<file path="src/rtl/rnn_ram_pkg.sv">
// Shared types for the RNN parameter/state RAM read sequencer.
// Latency: n/a (types and constants only).
// Backpressure: n/a.
package rnn_ram_pkg;

   localparam int RAMSIZE = 512;
   localparam int ADDR_W  = 9;
   localparam int DATA_W  = 32;

   // Sweep length / issue counter: one bit wider than an address so that
   // a full-RAM sweep (count == RAMSIZE) is representable.
   typedef logic [ADDR_W:0] cnt_t;

   // One output beat: the five bank words at a single index.
   typedef struct packed {
      logic [DATA_W-1:0] w;
      logic [DATA_W-1:0] h;
      logic [DATA_W-1:0] u;
      logic [DATA_W-1:0] x;
      logic [DATA_W-1:0] v;
      logic [ADDR_W-1:0] index;
      logic              last;
   } tuple_t;

   typedef enum logic [1:0] {
      ST_IDLE,
      ST_ISSUE,
      ST_DRAIN,
      ST_DONE
   } state_t;

endpackage

</file>
<file path="src/rtl/rnn_tuple_fifo.sv">
// Synchronous FIFO of DEPTH tuples; push and pop may occur in the same cycle.
// Latency: a pushed tuple is visible at pop_dat the cycle after the push.
// Backpressure: push is dropped only when full with no pop; pop when empty is ignored.
// Ports: clk/reset, push/push_dat in, pop in, pop_dat (head) out, count/full/empty out.
module rnn_tuple_fifo
   import rnn_ram_pkg::*;
#(
   parameter int DEPTH = 4,
   parameter int CNT_W = $clog2(DEPTH + 1)
) (
   input  logic             clk,
   input  logic             reset,
   input  logic             push,
   input  tuple_t           push_dat,
   input  logic             pop,
   output tuple_t           pop_dat,
   output logic [CNT_W-1:0] count,
   output logic             full,
   output logic             empty
);

   localparam int PTR_W = (DEPTH > 1) ? $clog2(DEPTH) : 1;

   logic [PTR_W-1:0] wr_ptr_q, wr_ptr_d;
   logic [PTR_W-1:0] rd_ptr_q, rd_ptr_d;
   logic [CNT_W-1:0] count_q, count_d;
   tuple_t           mem_q [DEPTH];
   logic             push_ok;
   logic             pop_ok;

   function automatic logic [PTR_W-1:0] ptr_next(input logic [PTR_W-1:0] p);
      return (p == PTR_W'(DEPTH - 1)) ? '0 : p + PTR_W'(1);
   endfunction

   always_comb begin
      pop_ok   = pop && (count_q != '0);
      // A full FIFO still accepts a push when the head leaves in the same cycle.
      push_ok  = push && ((count_q != CNT_W'(DEPTH)) || pop_ok);
      wr_ptr_d = wr_ptr_q;
      rd_ptr_d = rd_ptr_q;
      count_d  = count_q;
      if (push_ok) wr_ptr_d = ptr_next(wr_ptr_q);
      if (pop_ok)  rd_ptr_d = ptr_next(rd_ptr_q);
      case ({push_ok, pop_ok})
         2'b10:   count_d = count_q + CNT_W'(1);
         2'b01:   count_d = count_q - CNT_W'(1);
         default: count_d = count_q;
      endcase
   end

   always_ff @(posedge clk) begin
      if (reset) begin
         wr_ptr_q <= '0;
         rd_ptr_q <= '0;
         count_q  <= '0;
      end else begin
         wr_ptr_q <= wr_ptr_d;
         rd_ptr_q <= rd_ptr_d;
         count_q  <= count_d;
      end
   end

   // Storage needs no reset: nothing is read from it while count is zero.
   always_ff @(posedge clk) begin
      if (push_ok) mem_q[wr_ptr_q] <= push_dat;
   end

   assign pop_dat = mem_q[rd_ptr_q];
   assign count   = count_q;
   assign full    = (count_q == CNT_W'(DEPTH));
   assign empty   = (count_q == '0);

endmodule

</file>
<file path="src/rtl/rnn_ram_reader.sv">
// Sweeps COUNT indices from BASE over the W/H/U/X/V banks and streams tuples out.
// Latency: start in cycle 0 -> readport=base in cycle 1 -> first out_valid in cycle 3; 1 tuple/cycle.
// Backpressure: reads issue only while fifo_count + reads in flight < FIFO_DEPTH; out_valid holds until accepted.
// Ports: clk/reset; start/base/count command; busy/done status; readport + readW..V RAM side;
//        out_valid/out_ready handshake with outW..V, out_index, out_last.
module rnn_ram_reader
   import rnn_ram_pkg::*;
#(
   parameter int FIFO_DEPTH = 4
) (
   input  logic              clk,
   input  logic              reset,
   input  logic              start,
   input  logic [ADDR_W-1:0] base,
   input  logic [ADDR_W:0]   count,
   output logic              busy,
   output logic              done,
   output logic [ADDR_W-1:0] readport,
   input  logic [DATA_W-1:0] readW,
   input  logic [DATA_W-1:0] readH,
   input  logic [DATA_W-1:0] readU,
   input  logic [DATA_W-1:0] readX,
   input  logic [DATA_W-1:0] readV,
   output logic              out_valid,
   input  logic              out_ready,
   output logic [DATA_W-1:0] outW,
   output logic [DATA_W-1:0] outH,
   output logic [DATA_W-1:0] outU,
   output logic [DATA_W-1:0] outX,
   output logic [DATA_W-1:0] outV,
   output logic [ADDR_W-1:0] out_index,
   output logic              out_last
);

   localparam int CNT_W = $clog2(FIFO_DEPTH + 1);

   state_t            state_q, state_d;
   logic [ADDR_W-1:0] base_q, base_d;
   cnt_t              count_q, count_d;
   cnt_t              issued_q, issued_d;
   logic [ADDR_W-1:0] readport_q, readport_d;
   logic              busy_q, busy_d;
   logic              done_q, done_d;

   // In-flight tracker: stage 1 = address registered on readport,
   // stage 2 = RAM data present on readW..readV.
   logic              s1_vld_q, s1_vld_d;
   logic [ADDR_W-1:0] s1_idx_q, s1_idx_d;
   logic              s1_last_q, s1_last_d;
   logic              s2_vld_q, s2_vld_d;
   logic [ADDR_W-1:0] s2_idx_q, s2_idx_d;
   logic              s2_last_q, s2_last_d;

   tuple_t            push_dat;
   tuple_t            head;
   tuple_t            out_t;
   logic              pop;
   logic [CNT_W-1:0]  fifo_count;
   logic              fifo_full;
   logic              fifo_empty;
   logic [CNT_W:0]    occupancy;
   logic              credit_ok;
   logic [ADDR_W-1:0] next_addr;
   logic              issue_last;

   always_comb begin
      occupancy  = {1'b0, fifo_count} + {{CNT_W{1'b0}}, s1_vld_q} + {{CNT_W{1'b0}}, s2_vld_q};
      credit_ok  = !fifo_full && (occupancy < (CNT_W + 1)'(FIFO_DEPTH));
      // RAMSIZE is a power of two, so truncation to ADDR_W is the modulo wrap.
      next_addr  = base_q + issued_q[ADDR_W-1:0];
      issue_last = (issued_q == count_q - cnt_t'(1));
      pop        = !fifo_empty && out_ready;

      push_dat.w     = readW;
      push_dat.h     = readH;
      push_dat.u     = readU;
      push_dat.x     = readX;
      push_dat.v     = readV;
      push_dat.index = s2_idx_q;
      push_dat.last  = s2_last_q;
   end

   always_comb begin
      state_d    = state_q;
      base_d     = base_q;
      count_d    = count_q;
      issued_d   = issued_q;
      readport_d = readport_q;
      s1_vld_d   = 1'b0;
      s1_idx_d   = s1_idx_q;
      s1_last_d  = s1_last_q;
      s2_vld_d   = s1_vld_q;
      s2_idx_d   = s1_idx_q;
      s2_last_d  = s1_last_q;

      case (state_q)
         ST_IDLE: begin
            if (start) begin
               base_d  = base;
               count_d = count;
               if (count == '0) begin
                  state_d = ST_DONE;
               end else begin
                  // First read issues straight from the command so readport
                  // carries base in the cycle after start.
                  readport_d = base;
                  s1_vld_d   = 1'b1;
                  s1_idx_d   = base;
                  s1_last_d  = (count == cnt_t'(1));
                  issued_d   = cnt_t'(1);
                  state_d    = (count == cnt_t'(1)) ? ST_DRAIN : ST_ISSUE;
               end
            end
         end
         ST_ISSUE: begin
            if (credit_ok) begin
               readport_d = next_addr;
               s1_vld_d   = 1'b1;
               s1_idx_d   = next_addr;
               s1_last_d  = issue_last;
               issued_d   = issued_q + cnt_t'(1);
               if (issue_last) state_d = ST_DRAIN;
            end
         end
         ST_DRAIN: begin
            if (pop && head.last) state_d = ST_DONE;
         end
         default: begin
            state_d = ST_IDLE;
         end
      endcase

      busy_d = (state_d == ST_ISSUE) || (state_d == ST_DRAIN);
      done_d = (state_d == ST_DONE);
   end

   always_ff @(posedge clk) begin
      if (reset) begin
         state_q    <= ST_IDLE;
         base_q     <= '0;
         count_q    <= '0;
         issued_q   <= '0;
         readport_q <= '0;
         busy_q     <= 1'b0;
         done_q     <= 1'b0;
         s1_vld_q   <= 1'b0;
         s1_idx_q   <= '0;
         s1_last_q  <= 1'b0;
         s2_vld_q   <= 1'b0;
         s2_idx_q   <= '0;
         s2_last_q  <= 1'b0;
      end else begin
         state_q    <= state_d;
         base_q     <= base_d;
         count_q    <= count_d;
         issued_q   <= issued_d;
         readport_q <= readport_d;
         busy_q     <= busy_d;
         done_q     <= done_d;
         s1_vld_q   <= s1_vld_d;
         s1_idx_q   <= s1_idx_d;
         s1_last_q  <= s1_last_d;
         s2_vld_q   <= s2_vld_d;
         s2_idx_q   <= s2_idx_d;
         s2_last_q  <= s2_last_d;
      end
   end

   rnn_tuple_fifo #(
      .DEPTH (FIFO_DEPTH),
      .CNT_W (CNT_W)
   ) u_fifo (
      .clk      (clk),
      .reset    (reset),
      .push     (s2_vld_q),
      .push_dat (push_dat),
      .pop      (pop),
      .pop_dat  (head),
      .count    (fifo_count),
      .full     (fifo_full),
      .empty    (fifo_empty)
   );

   // Data outputs read as zero whenever nothing is presented.
   assign out_t     = fifo_empty ? '0 : head;
   assign out_valid = !fifo_empty;
   assign outW      = out_t.w;
   assign outH      = out_t.h;
   assign outU      = out_t.u;
   assign outX      = out_t.x;
   assign outV      = out_t.v;
   assign out_index = out_t.index;
   assign out_last  = out_t.last;
   assign readport  = readport_q;
   assign busy      = busy_q;
   assign done      = done_q;

endmodule

</file>
<file path="config.mk">
export PLATFORM = sky130hd
export DESIGN_NAME = rnn_ram_reader
export DESIGN_NICKNAME = d
export VERILOG_FILES = /design/src/rtl/rnn_ram_pkg.sv /design/src/rtl/rnn_tuple_fifo.sv /design/src/rtl/rnn_ram_reader.sv
export SDC_FILE = /design/constraint.sdc
export NUM_CORES = 1
export LEC_CHECK = 0
export ABC_CLOCK_PERIOD_IN_PS = 7600
export CORE_AREA = 2 2 217 219
export CTS_CLUSTER_DIAMETER = 100
export CTS_CLUSTER_SIZE = 8
export DETAILED_ROUTE_END_ITERATION = 10
export DIE_AREA = 0 0 219 221
export DONT_BUFFER_PORTS = 1
export GPL_TIMING_DRIVEN = 1
export PLACE_DENSITY = 0.78
export SLEW_MARGIN = 20
export SYNTH_ARGS = -nofsm -noshare
export SYNTH_HDL_FRONTEND = slang
export SYNTH_SLANG_ARGS = --single-unit
export TNS_END_PERCENT = 10
</file>
<file path="constraint.sdc">
create_clock -name clk -period 7.6 [get_ports clk]
set_input_delay 1.52 -clock clk [delete_from_list [all_inputs] [get_ports clk]]
set_output_delay 1.52 -clock clk [all_outputs]
set_load 0.03 [all_outputs]
</file>
### Yosys cells after proc, flatten, opt, wreduce, memory -nomap -nowiden

Memories as Yosys holds them, arrays and structs flattened. A register that Yosys moved wholly into a read port is not among the register bits.
Index checks and enable logic that the tools add are counted.

| cells by class | value |
|---|---|
| add/sub/neg operators | 9 |
| $lt $le $gt $ge | 1 |
| reduce and logical (&&, ||, !) cells | 17 |
| eq/ne operators | 16 |
| multiplexer cells | 31 |

Operators with widths:

| kind | number |
|---|---|
| $mux 170 | 1 |
| $mux 10 | 3 |
| $mux 9 | 3 |
| $mux 2 | 10 |
| $pmux 10 s2 | 1 |
| $pmux 9 s2 | 1 |
| $eq 2x2->1 const B | 6 |
| $add 10x1->10 const B | 1 |
| $eq 10x1->1 const B | 1 |
| $eq 10x10->1 | 1 |
| $logic_not 10->1 | 1 |
| $sub 10x1->10 const B | 1 |
| $add 9x9->9 | 1 |
| $mux 1 | 8 |
| $eq 2x1->1 const B | 3 |
| $ne 2x2->1 const B | 3 |
| $pmux 2 s3 | 1 |
| $pmux 3 s2 | 1 |
| $logic_and 1x1->1 | 5 |
| $add 2x1->2 const B | 2 |
| $add 3x1->4 | 1 |
| $add 4x1->4 | 1 |
| $lt 4x3->1 const B | 1 |
| $pmux 1 s2 | 2 |
| 12 further kinds | 15 |

| storage, ports and cells | value |
|---|---|
| logic and storage cells | 90 |
| memories kept | 1 |
| bits in registers | 62 |
| memory bits (writable) | 680 |
| input bits | 183 |

Memories:

| name | depth | bits a word | read ports | clocked after memory_dff | wr ports | RTL line | RTL |
|---|---|---|---|---|---|---|---|
| u_fifo.mem_q | 4 | 170 | 1 | 1 | 1 | rnn_tuple_fifo.sv:27 | `tuple_t mem_q [DEPTH];` |

### Depth between registers and ports, before layout

Gate-level depths: netlist of run 1.

| depth | value |
|---|---|
| depth after elaboration | 8 |
| depth in mapped cells | 10 |
| mapped depth without buffers | 10 |

### By module

Synthesis of run 1 repeated with hierarchy kept, for this count alone.

| unflattened totals | value |
|---|---|
| cell total of the unflattened synthesis | 1464 |
| area total of the unflattened synthesis | 28941.5 um2 |

By module, submodules not included:

| module | cells each | times used | sequential area each (um2) | area each (um2) |
|---|---|---|---|---|
| rnn_tuple_fifo | 947 | 1 | 20599.8 | 25041.5 |
| rnn_ram_reader | 517 | 1 | 1101.1 | 3900.0 |

### Worst setup path after synthesis of run 1

No wires, ideal clock.

| path | value |
|---|---|
| path type | input to register |
| from | in out_ready |
| to | mem u_fifo.mem_q[0][0] (netlist bit), enable pin |
| data arrival time | 5.625 ns |
| library setup time | 0.551 ns |
| path buffers | 0 |
| cell stages on the path | 2 |
| slack | 1.423 ns |
| path through | o41a_1 -> and2_1 |

| between the ends | value |
|---|---|
| word-level cells in the longest chain between the ends | 6 |

Ends and longest elaborated chain:

| element | RTL line | RTL |
|---|---|---|
| start: declaration | rnn_ram_reader.sv:25 | `input logic out_ready,` |
| $logic_and 1x1->1 | rnn_ram_reader.sv:72 | `pop = !fifo_empty && out_ready;` |
| $logic_and 1x1->1 | rnn_tuple_fifo.sv:36 | `pop_ok = pop && (count_q != '0);` |
| $logic_or 1x1->1 | rnn_tuple_fifo.sv:38 | `push_ok = push && ((count_q != CNT_W'(DEPTH)) \|\| pop_ok);` |
| $logic_and 1x1->1 | rnn_tuple_fifo.sv:38 |  |
| $mux 1 | rnn_tuple_fifo.sv:65 | `if (push_ok) mem_q[wr_ptr_q] <= push_dat;` |
| $mux 1 (implied by the code) | rnn_tuple_fifo.sv:65 |  |
| end: declaration | rnn_tuple_fifo.sv:27 |  |

No other way between the ends.

==> results of run 1 <==
==> per-layer routing <==
metal  global-route usage (%)  wire length, um  share of wire (%)  vias to the layer above
li1                         -                -                  -                     5839
met1                     31.3            21400                 36                     7112
met2                     42.5            31400                 52                      617
met3                     7.92             5460                9.1                      114
met4                     9.02             1750                2.9                        2
met5                        0               13              0.022                        -
==> worst register-to-register path, cell delays in order (launching register included) <==
cell and delay (ns):
dfxtp_1 0.39, inv_1 0.12, nand3_4 0.60, buf_4 0.80, nand2_1 0.24, inv_1 0.20, ha_1 0.22, inv_1 0.06
fa_1 0.38, xor2_1 0.16, or3_1 0.31, a21oi_1 0.13
==> synth_stat cells, types with 8 or more instances <==
library cell    n
and2_1        175
o21ai_0         9
edfxtp_1      680
mux4_2        170
nor2_1         29
a21oi_1        38
dfxtp_1        64
nand2_1        55
ha_1           18
nand3_1         8
buf_2          18
inv_1          16
nor2b_1        20
clkbuf_1       45
xor2_1         15
nor3_1         10
xnor2_1         9
==> power by group through the flow <==
| stage | sequential, mW | clock, mW | combinational [mW] |
|---|---|---|---|
| after floorplan | 4.70 | 0 | 2.12 |
| after global placement | 4.75 | 0 | 2.46 |
| after detailed placement | 4.76 | 0 | 2.47 |
| after CTS | 4.68 | 4.07 | 2.49 |
| after global routing | 4.69 | 4.24 | 2.58 |
| final | 4.68 | 4.01 | 2.44 |
==> flip-flops by register name, indices dropped and copies added, names as in the netlist, named ones only <==
| signal | flops |
|---|---|
| u_fifo.count | 3 |
| s1_last_q | 1 |
| done | 1 |
| u_fifo.mem_q | 680 |
| u_fifo.wr_ptr_q | 2 |
| base_q | 9 |
| issued_q | 10 |
| busy | 1 |
| state_q | 2 |
| s2_last_q | 1 |
| s1_vld_q | 1 |
| u_fifo.rd_ptr_q | 2 |
| s1_idx_q | 9 |
| s2_idx_q | 9 |
| s2_vld_q | 1 |
| count_q | 10 |
==> logic make-up (layout without fill, tap and decap cells) <==
kind of cell,count (synthesis),after routing,share of synthesized area (%)
flip-flops,744,744,75.3
XOR/XNOR,25,25,0.786
AO/OA/AOI/OAI,79,79,1.80
other,0,4,0
adder cells (fa/ha/maj),20,20,0.920
multiplexers,171,171,13.3
buffers and inverters,89,167,1.32
AND/OR/NAND/NOR,331,331,6.57
==> through the flow <==
step	total power, mW	hold slack, ns	utilization (%)	worst slack, ns	instance area (um^2)
floorplan	6.83	0.438	-	1.42	28800
global placement	7.21	0.442	63.9	3.47	29400
detailed placement	7.23	0.452	63.9	3.44	29400
CTS	11.2	0.457	70.0	2.80	32200
global route	11.5	0.478	70.0	2.67	32200
finish	11.1	0.461	70.0	2.95	32300
==> worst max path at each step <==
stage	endpoint	slack, ns	depth (start not counted)
final	outH[29]	2.95	3
after global routing	outH[11]	2.67	3
after CTS	outU[22]	2.80	3
after detailed placement	outH[13]	3.44	3
after global placement	outH[17]	3.47	3
after floorplan	u_fifo.mem_q[0][0]	1.42	2
==> layout make-up <==
class / instances / area (um^2)
inverter: 16 / 60.1
fill: 2738 / 13800
clock inverter: 2 / 38.8
sequential: 744 / 21700
clock buffer: 135 / 2760
antenna: 4 / 10.0
tap: 607 / 759
multi-input combinational: 626 / 6770
timing repair buffer: 14 / 143
==> results.json, run 1 <==
{
  "crit_type": "reg2out",
  "clock.fmax_mhz": 215,
  "initial_core_util_pct": 62.6,
  "p_leak_nw": 10.2,
  "gp_congestion": 0.800,
  "rr_startpoint": "u_fifo.count[1]",
  "avgSynthCellArea_um2": 19.8,
  "yosysTopAreaCell": "edfxtp_1",
  "yosysSeqAreaShare_pct": 75.3,
  "pwr-share-clk_pct": 36.0,
  "cts_setup_buffers": 0,
  "layout_common_cells": "edfxtp_1, and2_1, mux4_2, clkbuf_16, dfxtp_1",
  "synth_enable_flop_cells": 680,
  "drcViolationCount": 0,
  "numPortBuffers": 0,
  "setup_viol": 0,
  "cts_hold_repair.buffers": 0,
  "period_minus_slack_ns": 4.65,
  "relSlewSlack_pct": 35.3,
  "stdcell_count": 2148,
  "power.share.combinational_pct": 21.9,
  "ys_async_sr_fraction_pct": 0,
  "clkTransAtPathRegs_ns": 0.05,
  "status": "completed",
  "grt_max_degree": 100,
  "critPathMaxStageDelay_ns": 0.79,
  "maxCapViolations": 0,
  "crit_chain": "buf_4 > mux4_2 > and2_1",
  "dieWidth_um": 219,
  "vias": 13684,
  "die_height_um": 221,
  "synth_warnings": 0,
  "worstHoldPathCells": 0,
  "worst_slew_pin_slew_ns": 0.970,
  "p_int_mw": 7.76,
  "arrival_ns": 3.13,
  "start_kind": "flop",
  "die_area_um2": 48400,
  "grt_setup_unrepaired": "no",
  "syn_inst": 1459,
  "yosysUniqueCellTypes": 64,
  "grt_pass1_wl_um": 90000,
  "fin_skew_ns": 0.0225,
  "dpl.cell_count": 2007,
  "cp_slowest_cell": "buf_4",
  "htree_levels": 3,
  "drtAntennaViolNets": 0,
  "r2r-end": "u_fifo.count[2]",
  "hp-class": "reg2reg",
  "layout_commonest_cell": "edfxtp_1",
  "p_sw_share_pct": 30.3,
  "yosys-top-cells-area": "edfxtp_1, mux4_2, dfxtp_1, and2_1, ha_1",
  "slew_viol_final": 0,
  "path_buf_inv": 1,
  "core_um2": 46100,
  "ioPinCount": 365,
  "antenna_found_initial": 2,
  "clock_path_buffers": 3,
  "critPathMaxFanout": 43,
  "grt_pass1_vias": 14291,
  "grt_overflow": 0,
  "synth_ff_type": "edfxtp_1",
  "clock_latency_ns": 0.62,
  "switchingPower_mw": 3.38,
  "syn_area_um2": 28800,
  "numCtsBuffers": 102,
  "vias_per_cell": 6.37,
  "cts_sinks": 744,
  "synth_top_area_share_pct": 70.8,
  "r2r_slack_ns": 3.93,
  "power_density_nw_per_um2": 345,
  "worstHoldStart": "s2_idx_q[8]",
  "wl_per_cell_um": 28.0,
  "hold_viol": 0,
  "drive_gt1_share_pct": 20.2,
  "drtIter0Drc": 1294,
  "area_growth_pct": 11.9,
  "critical_path.endpoint_type": "output port",
  "rr_worst_depth": 11,
  "fin_setup_tns_ns": 0,
  "firstDrtPassIters": 7,
  "clockRootBuffer": "clkbuf_16",
  "drt_wl_total_um": 60100,
  "post_cts_resized": 0,
  "grt_use_total_pct": 25.3,
  "period_share_pct": 61.2,
  "power_frac_seq_pct": 42.0,
  "final_nets": 1707,
  "cts_tree": "yes",
  "num_rows": 79,
  "dp_hpwl_um": 33700,
  "yosys_register_bits": 744,
  "path_delay_family": "buffers and inverters",
  "worstPathRequired_ns": 6.08,
  "hold_end": "u_fifo.mem_q[3][9]",
  "synthesis.nets": 1662,
  "max-vdd-ir-drop_v": 0.000336
}
(Power assumes the default switching activity.)
==> run 2, diff against run 1 <==
ABC_CLOCK_PERIOD_IN_PS = 4100   (was 7600)
CORE_AREA = 2 2 228 230   (was 2 2 217 219)
DIE_AREA = 0 0 230 232   (was 0 0 219 221)
PLACE_DENSITY = 0.74   (was 0.78)
clock period = 4.1 ns   (was 7.6 ns; I/O delays follow)
==> run 2 against run 1 <==
  * Die area increased by 10%
  * Register-to-register slack worse by 2.6 ns
  * Sequential power rose by 86%
  * Combinational power up 92%
  * First-iteration DRC count shrank 19%
  * Sequential share of layout area is 0.87 points lower
  * Critical path depth stayed put
  * Final area up 1.3%
  * Sequential cell count did not move
  * Global-route usage decreased by 2.9 points
  * Critical endpoint is now outH[30]
==> results.json, run 2 (synthesis gave the netlist of run 1 again) <==
{
  "maxCapViolations": 0,
  "wl_met2_um": 30300,
  "path_buf_inv": 1,
  "postLayoutCellArea_um2": 32700,
  "clock_path_buffers": 3,
  "path_delay_family": "flip-flops",
  "highest_layer": "met4",
  "layout_commonest_cell": "edfxtp_1",
  "final_nets": 1730,
  "grt_pass1_vias": 14237,
  "core_um2": 50900,
  "grt_use_total_pct": 22.5,
  "slew_viol_final": 0,
  "n_fill_cell": 3345,
  "gp_congestion": 0.838,
  "critPathMaxStageDelay_ns": 0.86,
  "clock.fmax_mhz": 282,
  "area_growth_pct": 13.4,
  "vias_per_cell": 6.05,
  "ioPinCount": 365,
  "cts_tree": "yes",
  "cts_setup_buffers": 0,
  "fin_ws_ns": 0.555,
  "drcViolationCount": 0,
  "rr_startpoint": "count_q[0]",
  "worstPathRequired_ns": 3.28,
  "critical_path.endpoint_type": "output port",
  "drtIter0Drc": 1044,
  "clkTransAtPathRegs_ns": 0.05,
  "wl_met3_um": 4960,
  "multiInputGateArea_um2": 6770,
  "p_leak_nw": 10.4,
  "critPathMaxFanout": 33,
  "cts_hold_repair.buffers": 0,
  "status": "completed",
  "wl_per_cell_um": 26.7,
  "power_density_nw_per_um2": 635,
  "dpl.cell_count": 2103,
  "drt_wl_total_um": 59700,
  "period_minus_slack_ns": 3.55,
  "die_area_um2": 53400,
  "largest_registers": "u_fifo.mem_q x680, count_q x10, issued_q x10",
  "start_kind": "flop",
  "post_cts_resized": 0,
  "layout_common_cells": "edfxtp_1, and2_1, mux4_2, clkbuf_16, dfxtp_1",
  "crit_type": "reg2out",
  "grt_setup_unrepaired": "no",
  "dp_hpwl_um": 36100,
  "top_register": "u_fifo.mem_q",
  "clockRootBuffer": "clkbuf_16",
  "grt_overflow": 0,
  "cts_sinks": 744,
  "worst_slew_pin_slew_ns": 0.906,
  "pre_cts_slack_ns": 1.18,
  "period_share_pct": 86.5,
  "firstDrtPassIters": 5,
  "worstHoldStart": "reset",
  "diodes": 0,
  "max-vdd-ir-drop_v": 0.000360,
  "antenna_found_initial": 0,
  "clock_latency_ns": 0.64,
  "drive_gt1_share_pct": 21.5,
  "numPortBuffers": 0,
  "hp-class": "in2reg",
  "hold_viol": 0,
  "whs_ns": 0.253,
  "numCtsBuffers": 102,
  "num_rows": 83,
  "grt_max_degree": 97,
  "stdcell_count": 2237,
  "arrival_ns": 2.73,
  "vias": 13544,
  "fin_skew_ns": 0.0228,
  "initial_core_util_pct": 56.6,
  "die_height_um": 232,
  "crit_chain": "buf_4 > mux4_2 > and2_1",
  "relSlewSlack_pct": 39.6,
  "dieWidth_um": 230,
  "setup_viol": 0,
  "p_total_mw": 20.8,
  "place_area_um2": 29900,
  "largest_reg_flops": 680,
  "seq_area_um2": 21700,
  "cp_slowest_cell": "dfxtp_4",
  "drtAntennaViolNets": 0,
  "htree_levels": 3,
  "wl_met1_um": 23100,
  "grt_pass1_wl_um": 88700
}
==> run 2: cell types whose count changed in the layout (fill, tap and decap cells not counted) <==
cell	change
buf_12	+15
buf_4	+8
clkbuf_1	-4
clkbuf_16	-2
clkinv_16	-1
clkinv_8	+1
diode_2	-4
inv_16	+3
==> run 2: cell type report <==
type / count / area share, %
well taps: 680 / 2.60
flip-flops and latches: 744 / 66.4
repair buffers: 37 / 1.54
inverters: 16 / 0.184
clock buffers: 129 / 8.25
clock inverters: 5 / 0.260
multi-input cells: 626 / 20.7
==> run 2: where the power goes <==
part | leakage [nW] | switching, mW | total [mW] | internal, mW
clock | 1.35 | 2.86 | 7.38 | 4.52
sequential | 6.68 | 0.203 | 8.69 | 8.48
combinational | 2.35 | 3.26 | 4.69 | 1.43
==> run 2: metal layers <==
layer / vias to the layer above / track usage, %
li1: 5891 / -
met1: 7088 / 28.6
met2: 487 / 37.1
met3: 78 / 7.00
met4: 0 / 7.56
met5: - / 0
==> run 2: stage by stage <==
stage / utilization (%) / setup TNS (ns)
2_1_floorplan: - / -702.07
3_3_place_gp: 58.7 / 0
3_5_place_dp: 58.7 / 0
4_1_cts: 64.2 / 0
5_1_grt: 64.2 / 0
6_report: 64.2 / 0
==> run 2: worst paths after layout <==
check                                 end  slack [ns]  cells past startpoint
worst max register to register       busy        1.29                     10
worst min register to register  base_q[0]        0.45                      2
worst max-delay path             outH[30]        0.55                      3
worst min-delay path            base_q[0]        0.25                      1
==> run 2: worst reg2reg max path, cell delays in order, from the launching register on <==
cell and delay (ns):
dfxtp_1 0.34, inv_1 0.07, ha_1 0.27, nor4b_4 0.34, nor4b_2 0.25, a41oi_1 0.07
o221a_1 0.30, o41ai_1 0.47, a21oi_1 0.14, ha_1 0.31, nor2b_1 0.14
==> run 3, diff against run 2 <==
CORE_AREA = 2 2 229 231   (was 2 2 228 230)
DIE_AREA = 0 0 231 233   (was 0 0 230 232)
SKIP_CTS_REPAIR_TIMING = 1   (was default)
SYNTH_HIERARCHICAL = 1   (was default)
==> run 3 against run 2 <==
  * Hold slack improved by 0.011 ns
  * Clock-buffer cell count decreased by 9
  * Final area decreased by 0.49%
  * Synthesized cell count increased by 0.34%
  * Wire length decreased by 0.52%
  * First-iteration DRC count decreased by 11%
  * Power decreased by 22%
  * Maximum frequency increased by 0.82%
  * Critical endpoint is now outW[10]
==> results.json, run 3 <==
{
  "fin_setup_tns_ns": 0,
  "maxCapViolations": 0,
  "seq_area_um2": 21700,
  "largest_reg_flops": 680,
  "critical_path.endpoint_type": "output port",
  "layout_commonest_cell": "edfxtp_1",
  "crit_type": "reg2out",
  "avgSynthCellArea_um2": 19.8,
  "gp_congestion": 0.809,
  "clock_latency_ns": 0.63,
  "wl_per_cell_um": 26.8,
  "synth_ff_type": "edfxtp_1",
  "critPathMaxFanout": 33,
  "slew_viol_final": 0,
  "ys_async_sr_fraction_pct": 0,
  "fin_ws_ns": 0.584,
  "initial_core_util_pct": 56.6,
  "rr_startpoint": "count_q[0]",
  "clock_path_buffers": 3,
  "arrival_ns": 2.70,
  "die_height_um": 233,
  "firstDrtPassIters": 5,
  "yosys-top-cells-area": "edfxtp_1, mux4_2, dfxtp_1, nor2b_1, ha_1",
  "grt_pass1_vias": 14121,
  "pre_cts_slack_ns": 1.03,
  "clockRootBuffer": "clkbuf_16",
  "synthesis.nets": 1666,
  "yosys_register_bits": 744,
  "start_kind": "flop",
  "relSlewSlack_pct": 34.1,
  "numCtsBuffers": 102,
  "synth_warnings": 6,
  "grt_max_degree": 172,
  "drt_wl_total_um": 59400,
  "path_buf_inv": 1,
  "cts_sinks": 744,
  "path_delay_family": "flip-flops",
  "period_share_pct": 85.8,
  "crit_chain": "buf_4 > mux4_2 > nor2b_1",
  "worstPathRequired_ns": 3.28,
  "final_nets": 1715,
  "drtAntennaViolNets": 0,
  "p_leak_nw": 10.1,
  "drtIter0Drc": 927,
  "worst_slew_pin_slew_ns": 0.986,
  "ioPinCount": 365,
  "yosysUniqueCellTypes": 61,
  "antenna_found_initial": 0,
  "yosysSeqAreaShare_pct": 75.0,
  "cp_slowest_cell": "dfxtp_4",
  "power_density_nw_per_um2": 499,
  "synth.most_common_cell": "edfxtp_1",
  "largest_registers": "u_fifo/mem_q x680, count_q x10, issued_q x10",
  "clock.fmax_mhz": 284,
  "max-vdd-ir-drop_v": 0.000352,
  "dieWidth_um": 231,
  "status": "completed",
  "clkTransAtPathRegs_ns": 0.05,
  "multiInputGateArea_um2": 6810,
  "ys_top_cells_by_count": "edfxtp_1, nor2b_1, mux4_2, dfxtp_1, nand2_1",
  "synth_enable_flop_cells": 680,
  "area_growth_pct": 12.3,
  "fin_skew_ns": 0.0157,
  "cts_tree": "yes",
  "htree_levels": 3,
  "setup_viol": 0,
  "numPortBuffers": 0,
  "grt_pass1_wl_um": 87900,
  "num_rows": 83,
  "vias_per_cell": 6.07,
  "hold_viol": 0,
  "worstHoldStart": "reset",
  "diodes": 0,
  "grt_overflow": 0,
  "grt_setup_unrepaired": "no",
  "dp_hpwl_um": 33700,
  "drive_gt1_share_pct": 20.7,
  "critPathMaxStageDelay_ns": 0.73,
  "die_area_um2": 53800,
  "drcViolationCount": 0,
  "hp-class": "in2reg",
  "syn_inst": 1464,
  "grt_use_total_pct": 22.2,
  "syn_area_um2": 28900,
  "layout_common_cells": "edfxtp_1, nor2b_1, mux4_2, clkbuf_16, dfxtp_1",
  "n_fill_cell": 3342,
  "core_um2": 51100,
  "vias": 13433,
  "synth_top_area_share_pct": 70.6,
  "yosysTopAreaCell": "edfxtp_1",
  "period_minus_slack_ns": 3.52,
  "top_register": "u_fifo/mem_q",
  "p_total_mw": 16.2
}
-- run 3: kinds of logic (layout without fill, tap and decap cells) --
family | count (synthesis) | count (layout) | synth area share (%)
AND/OR/NAND/NOR | 330 | 330 | 6.45
buffers and inverters | 89 | 159 | 1.55
multiplexers | 176 | 176 | 13.4
AO/OA/AOI/OAI | 80 | 80 | 1.92
XOR/XNOR | 26 | 26 | 0.787
flip-flops | 744 | 744 | 75.0
adder cells (fa/ha/maj) | 19 | 19 | 0.873
-- run 3: metal layers --
metal  vias up  share of wire, %  GRT usage [%]  wire (um)
li1       5870                 -              -          -
met1      6957                38           27.9      22600
met2       531                50           35.3      29400
met3        75                10           9.06       6090
met4         0               2.1           7.48       1260
met5         -                 0              0          0
-- run 3: path summary, 6_finish.rpt --
kind                 endpoint  slack [ns]  cells after the start
setup / recovery     outW[10]        0.58                      3
hold / removal    s2_idx_q[2]        0.26                      1
setup reg to reg         busy        1.00                     10
hold reg to reg     base_q[0]        0.45                      2
-- run 3: area by class of cell --
type	instances	area share [%]
Sequential cell	744	66.8
Inverter	15	0.173
Clock buffer	120	8.19
Multi-Input combinational cell	631	20.9
Tap cell	680	2.62
Timing Repair Buffer	19	1.02
Clock inverter	5	0.292
-- run 3: where the power goes --
part           internal [mW]  switching (mW)  total (mW)
Combinational          0.152           0.231       0.383
Clock                   4.48            2.86        7.34
Sequential              8.43          0.0772        8.51
-- run 3: worst reg2reg max path: stages, from the launching register on --
cell,delay (ns)
dfxtp_1,0.36
inv_1,0.08
ha_1,0.26
or4b_4,0.51
or4_1,0.52
o311a_1,0.15
o41ai_2,0.31
nand4_2,0.19
o21ba_1,0.23
ha_1,0.27
nor2b_1,0.12
-- run 3: stage by stage --
stage                     utilization (%)  hold slack (ns)  instances  instance area (um^2)
after floorplan                         -            0.438       1464                 28900
after global placement               58.2            0.447       2089                 29800
after detailed placement             58.2            0.449       2089                 29800
after CTS                            63.6            0.215       2214                 32500
after global routing                 63.6            0.235       2214                 32500
final                                63.6            0.264       2214                 32500
